[config.mk]
export PLATFORM = sky130hd
export DESIGN_NAME = carregador_de_programa
export DESIGN_NICKNAME = d
export VERILOG_FILES = /design/src/rtl/carregador_pkg.sv /design/src/rtl/montador_de_palavra.sv /design/src/rtl/carregador_de_programa.sv
export SDC_FILE = /design/constraint.sdc
export NUM_CORES = 1
export LEC_CHECK = 0
export BUFFER_PORTS_ARGS = -buffer_cell sky130_fd_sc_hd__buf_2
export CAP_MARGIN = 25
export CORE_AREA = 8 8 173 159
export CTS_CLUSTER_SIZE = 20
export DETAILED_ROUTE_END_ITERATION = 7
export DIE_AREA = 0 0 181 167
export PLACE_DENSITY_LB_ADDON = 0.3
export SLEW_MARGIN = 25
export SYNTH_ARGS = -nofsm -noshare
export SYNTH_HDL_FRONTEND = slang
export SYNTH_SLANG_ARGS = --single-unit
[constraint.sdc]
create_clock -name clock -period 3.35 [get_ports clock]
set_input_delay 0.5025 -clock clock [delete_from_list [all_inputs] [get_ports clock]]
set_output_delay 0.5025 -clock clock [all_outputs]
set_load 0.02 [all_outputs]
[src/rtl/carregador_pkg.sv]
// carregador_pkg
// Shared constants for the boot-time program loader: FSM state encoding,
// bytes per instruction word and default memory geometry.
package carregador_pkg;

  localparam logic [2:0] OCIOSO    = 3'd0;
  localparam logic [2:0] RECEBE    = 3'd1;
  localparam logic [2:0] ESCREVE   = 3'd2;
  localparam logic [2:0] CONCLUIDO = 3'd3;
  localparam logic [2:0] ERRO      = 3'd4;

  localparam int BYTES_POR_PALAVRA = 4;
  localparam int MEM_SIZE_PADRAO   = 150;
  localparam int ADDR_WIDTH_PADRAO = 26;

endpackage

[src/rtl/montador_de_palavra.sv]
// montador_de_palavra
// Assembles BYTES_POR_PALAVRA bytes, MSB first, into one instruction word.
// Ports:
//   clock, reset   - system clock, asynchronous active-low reset
//   shift          - a byte is being accepted this cycle
//   clear          - discard any partial word and restart the byte count
//   byte_in        - incoming byte
//   palavra        - assembly register (holds the complete word once full)
//   palavra_pronta - high in the cycle whose shift completes a word
module montador_de_palavra
  import carregador_pkg::*;
(
  input  logic                           clock,
  input  logic                           reset,
  input  logic                           shift,
  input  logic                           clear,
  input  logic [7:0]                     byte_in,
  output logic [8*BYTES_POR_PALAVRA-1:0] palavra,
  output logic                           palavra_pronta
);

  localparam int CW = $clog2(BYTES_POR_PALAVRA);

  logic [CW-1:0] contador;

  always_ff @(posedge clock or negedge reset) begin
    if (!reset) begin
      palavra  <= '0;
      contador <= '0;
    end else if (clear) begin
      palavra  <= '0;
      contador <= '0;
    end else if (shift) begin
      palavra  <= {palavra[8*BYTES_POR_PALAVRA-9:0], byte_in};
      contador <= contador + CW'(1);
    end
  end

  // Combinational so the FSM can leave RECEBE on the same edge the last byte lands.
  assign palavra_pronta = shift && (contador == CW'(BYTES_POR_PALAVRA - 1));

endmodule

[src/rtl/carregador_de_programa.sv]
// carregador_de_programa
// Boot-time instruction-memory loader. Receives a byte stream over a
// valid/ready handshake, builds big-endian 32-bit words and writes them at
// consecutive addresses from 0. Keeps the CPU stalled until the load is done.
// Ports:
//   clock, reset        - system clock, asynchronous active-low reset
//   inicio              - start pulse (honoured in OCIOSO, CONCLUIDO, ERRO)
//   num_palavras        - words to load, sampled with inicio
//   byte_in/byte_valid  - byte stream input, byte_ready is the accept
//   mem_we/mem_endereco/mem_dado - instruction memory write port
//   cpu_hold            - CPU stall / PC forced to 0 while high
//   concluido, erro     - load finished / load rejected
//   palavras_escritas   - words written in the current load
module carregador_de_programa
  import carregador_pkg::*;
#(
  parameter int MEM_SIZE   = MEM_SIZE_PADRAO,
  parameter int ADDR_WIDTH = ADDR_WIDTH_PADRAO,
  parameter int DATA_WIDTH = 32
) (
  input  logic                  clock,
  input  logic                  reset,
  input  logic                  inicio,
  input  logic [ADDR_WIDTH-1:0] num_palavras,
  input  logic [7:0]            byte_in,
  input  logic                  byte_valid,
  output logic                  byte_ready,
  output logic                  mem_we,
  output logic [ADDR_WIDTH-1:0] mem_endereco,
  output logic [DATA_WIDTH-1:0] mem_dado,
  output logic                  cpu_hold,
  output logic                  concluido,
  output logic                  erro,
  output logic [ADDR_WIDTH-1:0] palavras_escritas
);

  logic [2:0]            estado;
  logic [ADDR_WIDTH-1:0] total;
  logic                  aguardando;
  logic                  num_valido;
  logic                  partida;
  logic                  transferencia;
  logic                  palavra_pronta;
  logic [ADDR_WIDTH-1:0] proxima_contagem;

  assign aguardando       = (estado == OCIOSO) || (estado == CONCLUIDO) || (estado == ERRO);
  assign num_valido       = (num_palavras != '0) && (num_palavras <= ADDR_WIDTH'(MEM_SIZE));
  assign partida          = inicio && aguardando && num_valido;
  assign transferencia    = byte_valid && byte_ready;
  assign proxima_contagem = palavras_escritas + ADDR_WIDTH'(1);

  // mem_dado comes straight from the assembly register: it is stable and
  // complete throughout the ESCREVE cycle because no byte is accepted there.
  montador_de_palavra u_montador (
    .clock          (clock),
    .reset          (reset),
    .shift          (transferencia),
    .clear          (partida),
    .byte_in        (byte_in),
    .palavra        (mem_dado),
    .palavra_pronta (palavra_pronta)
  );

  always_ff @(posedge clock or negedge reset) begin
    if (!reset) begin
      estado            <= OCIOSO;
      total             <= '0;
      byte_ready        <= 1'b0;
      mem_we            <= 1'b0;
      mem_endereco      <= '0;
      cpu_hold          <= 1'b1;
      concluido         <= 1'b0;
      erro              <= 1'b0;
      palavras_escritas <= '0;
    end else begin
      mem_we <= 1'b0;
      case (estado)
        OCIOSO, CONCLUIDO, ERRO: begin
          if (inicio) begin
            cpu_hold  <= 1'b1;
            concluido <= 1'b0;
            if (num_valido) begin
              estado            <= RECEBE;
              total             <= num_palavras;
              palavras_escritas <= '0;
              byte_ready        <= 1'b1;
              erro              <= 1'b0;
            end else begin
              estado <= ERRO;
              erro   <= 1'b1;
            end
          end
        end
        RECEBE: begin
          if (palavra_pronta) begin
            estado       <= ESCREVE;
            byte_ready   <= 1'b0;
            mem_we       <= 1'b1;
            mem_endereco <= palavras_escritas;
          end
        end
        ESCREVE: begin
          palavras_escritas <= proxima_contagem;
          if (proxima_contagem == total) begin
            estado    <= CONCLUIDO;
            concluido <= 1'b1;
            cpu_hold  <= 1'b0;
          end else begin
            estado     <= RECEBE;
            byte_ready <= 1'b1;
          end
        end
        default: begin
          estado     <= OCIOSO;
          byte_ready <= 1'b0;
        end
      endcase
    end
  end

endmodule

==> results.txt <==
- The worst register-to-register path has a setup slack of 0.54 ns.
- Crit-path slowest cell: dfrtp_1
* Relative area change from synthesis to final layout: 23.94%
- The clock network burns 48.8% of the power.
- Of the total power, registers draw roughly 43%.
- Delay-heaviest family, CP: simple AND/OR/NAND/NOR gates
- Initial Util: 24.46%
- The number of slew-limit violations in the final report was 0.
- The most used flip-flop cell after synthesis is dfrtp_1.
- Post-Syn Instances: around 650
* Placed wire-length estimate after detailed placement: 12.74 mm
* Most common library cells after synthesis: nand2_1 (136), dfrtp_1 (119), nand3_1 (49)
- Cell Int Power: 2565 uW
- Total Die Area: about 30000 sq um
- Clock tree synthesis inserted a total of 17 buffers.
- The clock passes through at most 2 buffers.
- In this run, the number of DRC markers left after iteration 0 of detailed routing was between 300 and 400.
- Counting buffers and inverters, the worst setup path is 9 cells deep.
* Proportion of total power due to net switching: 27.14%
- Sequential-to-total area share from yosys stat: roughly 50%
- After synthesis, the share of flip-flops with an asynchronous set or reset is 100.0%.
- The design draws 3521 uW.
- Sorting the synthesized cells by area gives the leading types as dfrtp_1 (49%), nand2_1 (8.5%), nand3_1 (4.1%), a21oi_1 (3.9%), xnor2_1 (3.5%).
- Detail-routed via count per cell: 4.638
* Pin count of the biggest net entering global routing: a little under 60
* Switching Power: 955.7 uW
- Setup crit end kind: flip-flop
- Most frequent cell on the critical path: and3_1
- Reported leakage power: 0.003525 uW
- The number of antenna violations at the first check in global routing came to 2.
- In the final routed layout, each cell accounts on average for between 15 and 20 um.
* Post-CTS Hold Fix Bufs: 0
* Post-route non-filler standard cell count: 1087
- Routing layer with the top usage in global route: met2
- Clock Sinks: 120
- Clock latency on the worst-skew pair, taken at its later pin, is 0.42 ns.
- Minimum clock period: ~2.8 ns
* Remaining antenna violation count after routing: 0
- Final Routed Wirelength: ~18 mm
- The number of global-route vias before repair came to 4970.
* Number of flops mapped to enable cells by yosys: 0
- Maximum vdd drop: 0.3241 mV
- Horizontal die dimension: 181 um
- Power spread over the standard cell area amounts to 471.4 nW/um^2.
- Part of the total power dissipated in combinational logic: roughly 8%
- After global routing the overflow that remains totals 0.
- The flow ran to the end, and the final reports show no timing, DRC or antenna violations.
- Yosys printed 0 warnings.
* DRC violations left: 0
* Placed Instances: 1054
* RePlAce Congestion: 0.7997
* H-tree Lvls: 4
* Cell accounting for the most synthesized area: dfrtp_1
- Number of I/O pins: 127
- Data arrival time at the worst-slack endpoint: 3.16 ns
* Final hold violations: 0
- For the final routed database, the setup TNS stands at 0 ns.
- Required time of the critical path: around 3.7 ns
- Setup repair after global routing left no endpoint under its margin.
- TritonCTS built the clock tree.
- Met2 track demand over resource in global routing: 17.90%
- Seq cells post-synth: 120
- Worst Path Class, Setup: flip-flop to flip-flop
* Headroom to the max-slew limit: 45.26%
- Count of buffering cells on the critical path with inverters included: 1
- For the final database, setup skew stands at between 0.015 and 0.02 ns.
* Clock-pin slew on the worst setup and hold paths: 0.06 ns
- Final worst-path cycle share: 83.84%
- For this run, the detailed router's first-pass iteration total came to 5.
- The mapped netlist covers 6027 sq um.
- Post-Synthesis Mean Instance Area: a little over 9 sq um
- Most repeated cell in the gate-level netlist after synthesis: nand2_1
* # rows: 55
- Global routing consumed, on the met1 layer, 16.85% of the routing resources.
* Count of maximum capacitance violations: 0
- The number of different library cells used by synthesis comes to 62.
- Ratio of cells with drive above 1 in the final layout: 26.00%
- Worst Max-Slew Pin Slew: just over 0.8 ns
* Total number of vias: 5041
- Post-CTS Setup Repair Bufs: 0
- STA classifies the critical path startpoint as a flip-flop.
- Setup violations remaining at the end of the flow were counted as 0.
* R2R depth: 9
- Total Routing Usage GR: 12.35%
- The worst hold path belongs to the class input pin to async pin.
- For met3 alone, demand over resource in global routing was 4.285%.
* Critical path's largest stage delay: ~0.54 ns
* Largest driver fanout on the critical path: 9
- Port buffering added 126 buffers.
- For this run, the post-layout net count is 800.
- Portion of synthesized cell area occupied by the leading cell type: 49.41%
* Ordered cell list for the critical path: ha_1 > and3_1 > buf_4 > and4_1 > and3_1 > o211ai_1 > nor4_2 > nand4_1 > nor2b_4
- Clock tree synthesis selected as its root buffer the cell clkbuf_16.
- The region available for standard cell placement spans around 25000 sq um.
* Global-route wire length before repair: 29.78 mm
- Vert. Die Dim: 167 um
* Synthesized net count: approximately 690
- The number of gates resized after CTS was 0.
- Highest clock rate: around 360 MHz
## path summary, 6_finish.rpt
| path | to | start |
|---|---|---|
| worst max register to register | cpu_hold$_DFFE_PN1P_ | palavras_escritas[0]$_DFFE_PN0P_ |
| worst min register to register | mem_endereco[17]$_DFFE_PN0P_ | mem_endereco[17]$_DFFE_PN0P_ |
| max in group asynchronous | mem_endereco[12]$_DFFE_PN0P_ | reset |
| min in group clock | u_montador.palavra[1]$_DFFE_PN0P_ | byte_in[1] |
| worst min-delay path | mem_endereco[19]$_DFFE_PN0P_ | reset |
| worst max-delay path | cpu_hold$_DFFE_PN1P_ | palavras_escritas[0]$_DFFE_PN0P_ |
## per-stage QoR
stage               instance area, sq um  util [%]  setup slack [ns]  hold slack (ns)
finish                              7470     30.32            0.5412           0.1801
global route                        7470     30.32            0.3268           0.2264
CTS                                 7467     30.31            0.5830           0.1977
detailed placement                  6917     28.08            0.6098           0.4572
global placement                    6917     28.08            0.6958           0.4528
floorplan                           6027         -            0.8866           0.2069
## cell families after synthesis
family,after synthesis,synth area share [%]
flops,120,49.84
simple gates,295,24.72
compound gates,124,11.96
fa+ha+maj,3,0.5812
buf+inv,58,4.920
mux,11,2.014
xor+xnor,41,5.958
## worst reg2reg max path: cells and delay by family (launching register included)
family,cells,cell delay (ns)
adder cells (fa/ha/maj),1,0.31
AO/OA/AOI/OAI,1,0.11
flip-flops,1,0.54
AND/OR/NAND/NOR,6,1.62
buffers and inverters,1,0.16
## power groups by stage
stage | registers, uW | clock network [uW] | logic, uW
6_report | 1520 | 1720 | 276
5_1_grt | 1530 | 1830 | 309
4_1_cts | 1520 | 1780 | 282
3_5_place_dp | 1550 | 0 | 281
3_3_place_gp | 1550 | 0 | 281
2_1_floorplan | 1550 | 0 | 157
## placed cells by master, fill, tap and decap left out, types with 8 or more instances in the layout
cell type,Yosys,final
buf_4,1,14
a21oi_1,47,47
nand4_1,14,14
nand2_1,136,136
o31ai_1,8,8
xor2_1,17,17
nor2b_1,20,20
buf_2,10,125
nand3_1,49,49
xnor2_1,24,24
o21ai_1,12,12
nor2_1,21,21
o21ai_0,28,28
dfrtp_1,119,119
mux2_2,9,9
clkbuf_16,0,17
## flip-flops by register name (all words and copies together), names as in the netlist
register and cells:
byte_ready 1, concluido 1, cpu_hold 1, erro 1
estado 3, mem_endereco 26, mem_we 1, palavras_escritas 26
total 26, u_montador.contador 2, u_montador.palavra 32
## final cells by class
type,instances,area [sq um]
Inverter,6,22.52
Clock inverter,13,97.59
Sequential cell,120,3004
Clock buffer,19,452.9
Timing Repair Buffer,141,770.7
Tap cell,313,391.6
Fill cell,2599,17170
Antenna cell,1,2.502
Multi-Input combinational cell,474,2728
## metal layers
layer	routed length (um)	share of wire, %
met4	217	1.2
met3	1324	7.2
met5	12	0.065
met2	8030	44
met1	8817	48
Note: power is estimated with default switching activity, not from simulation.
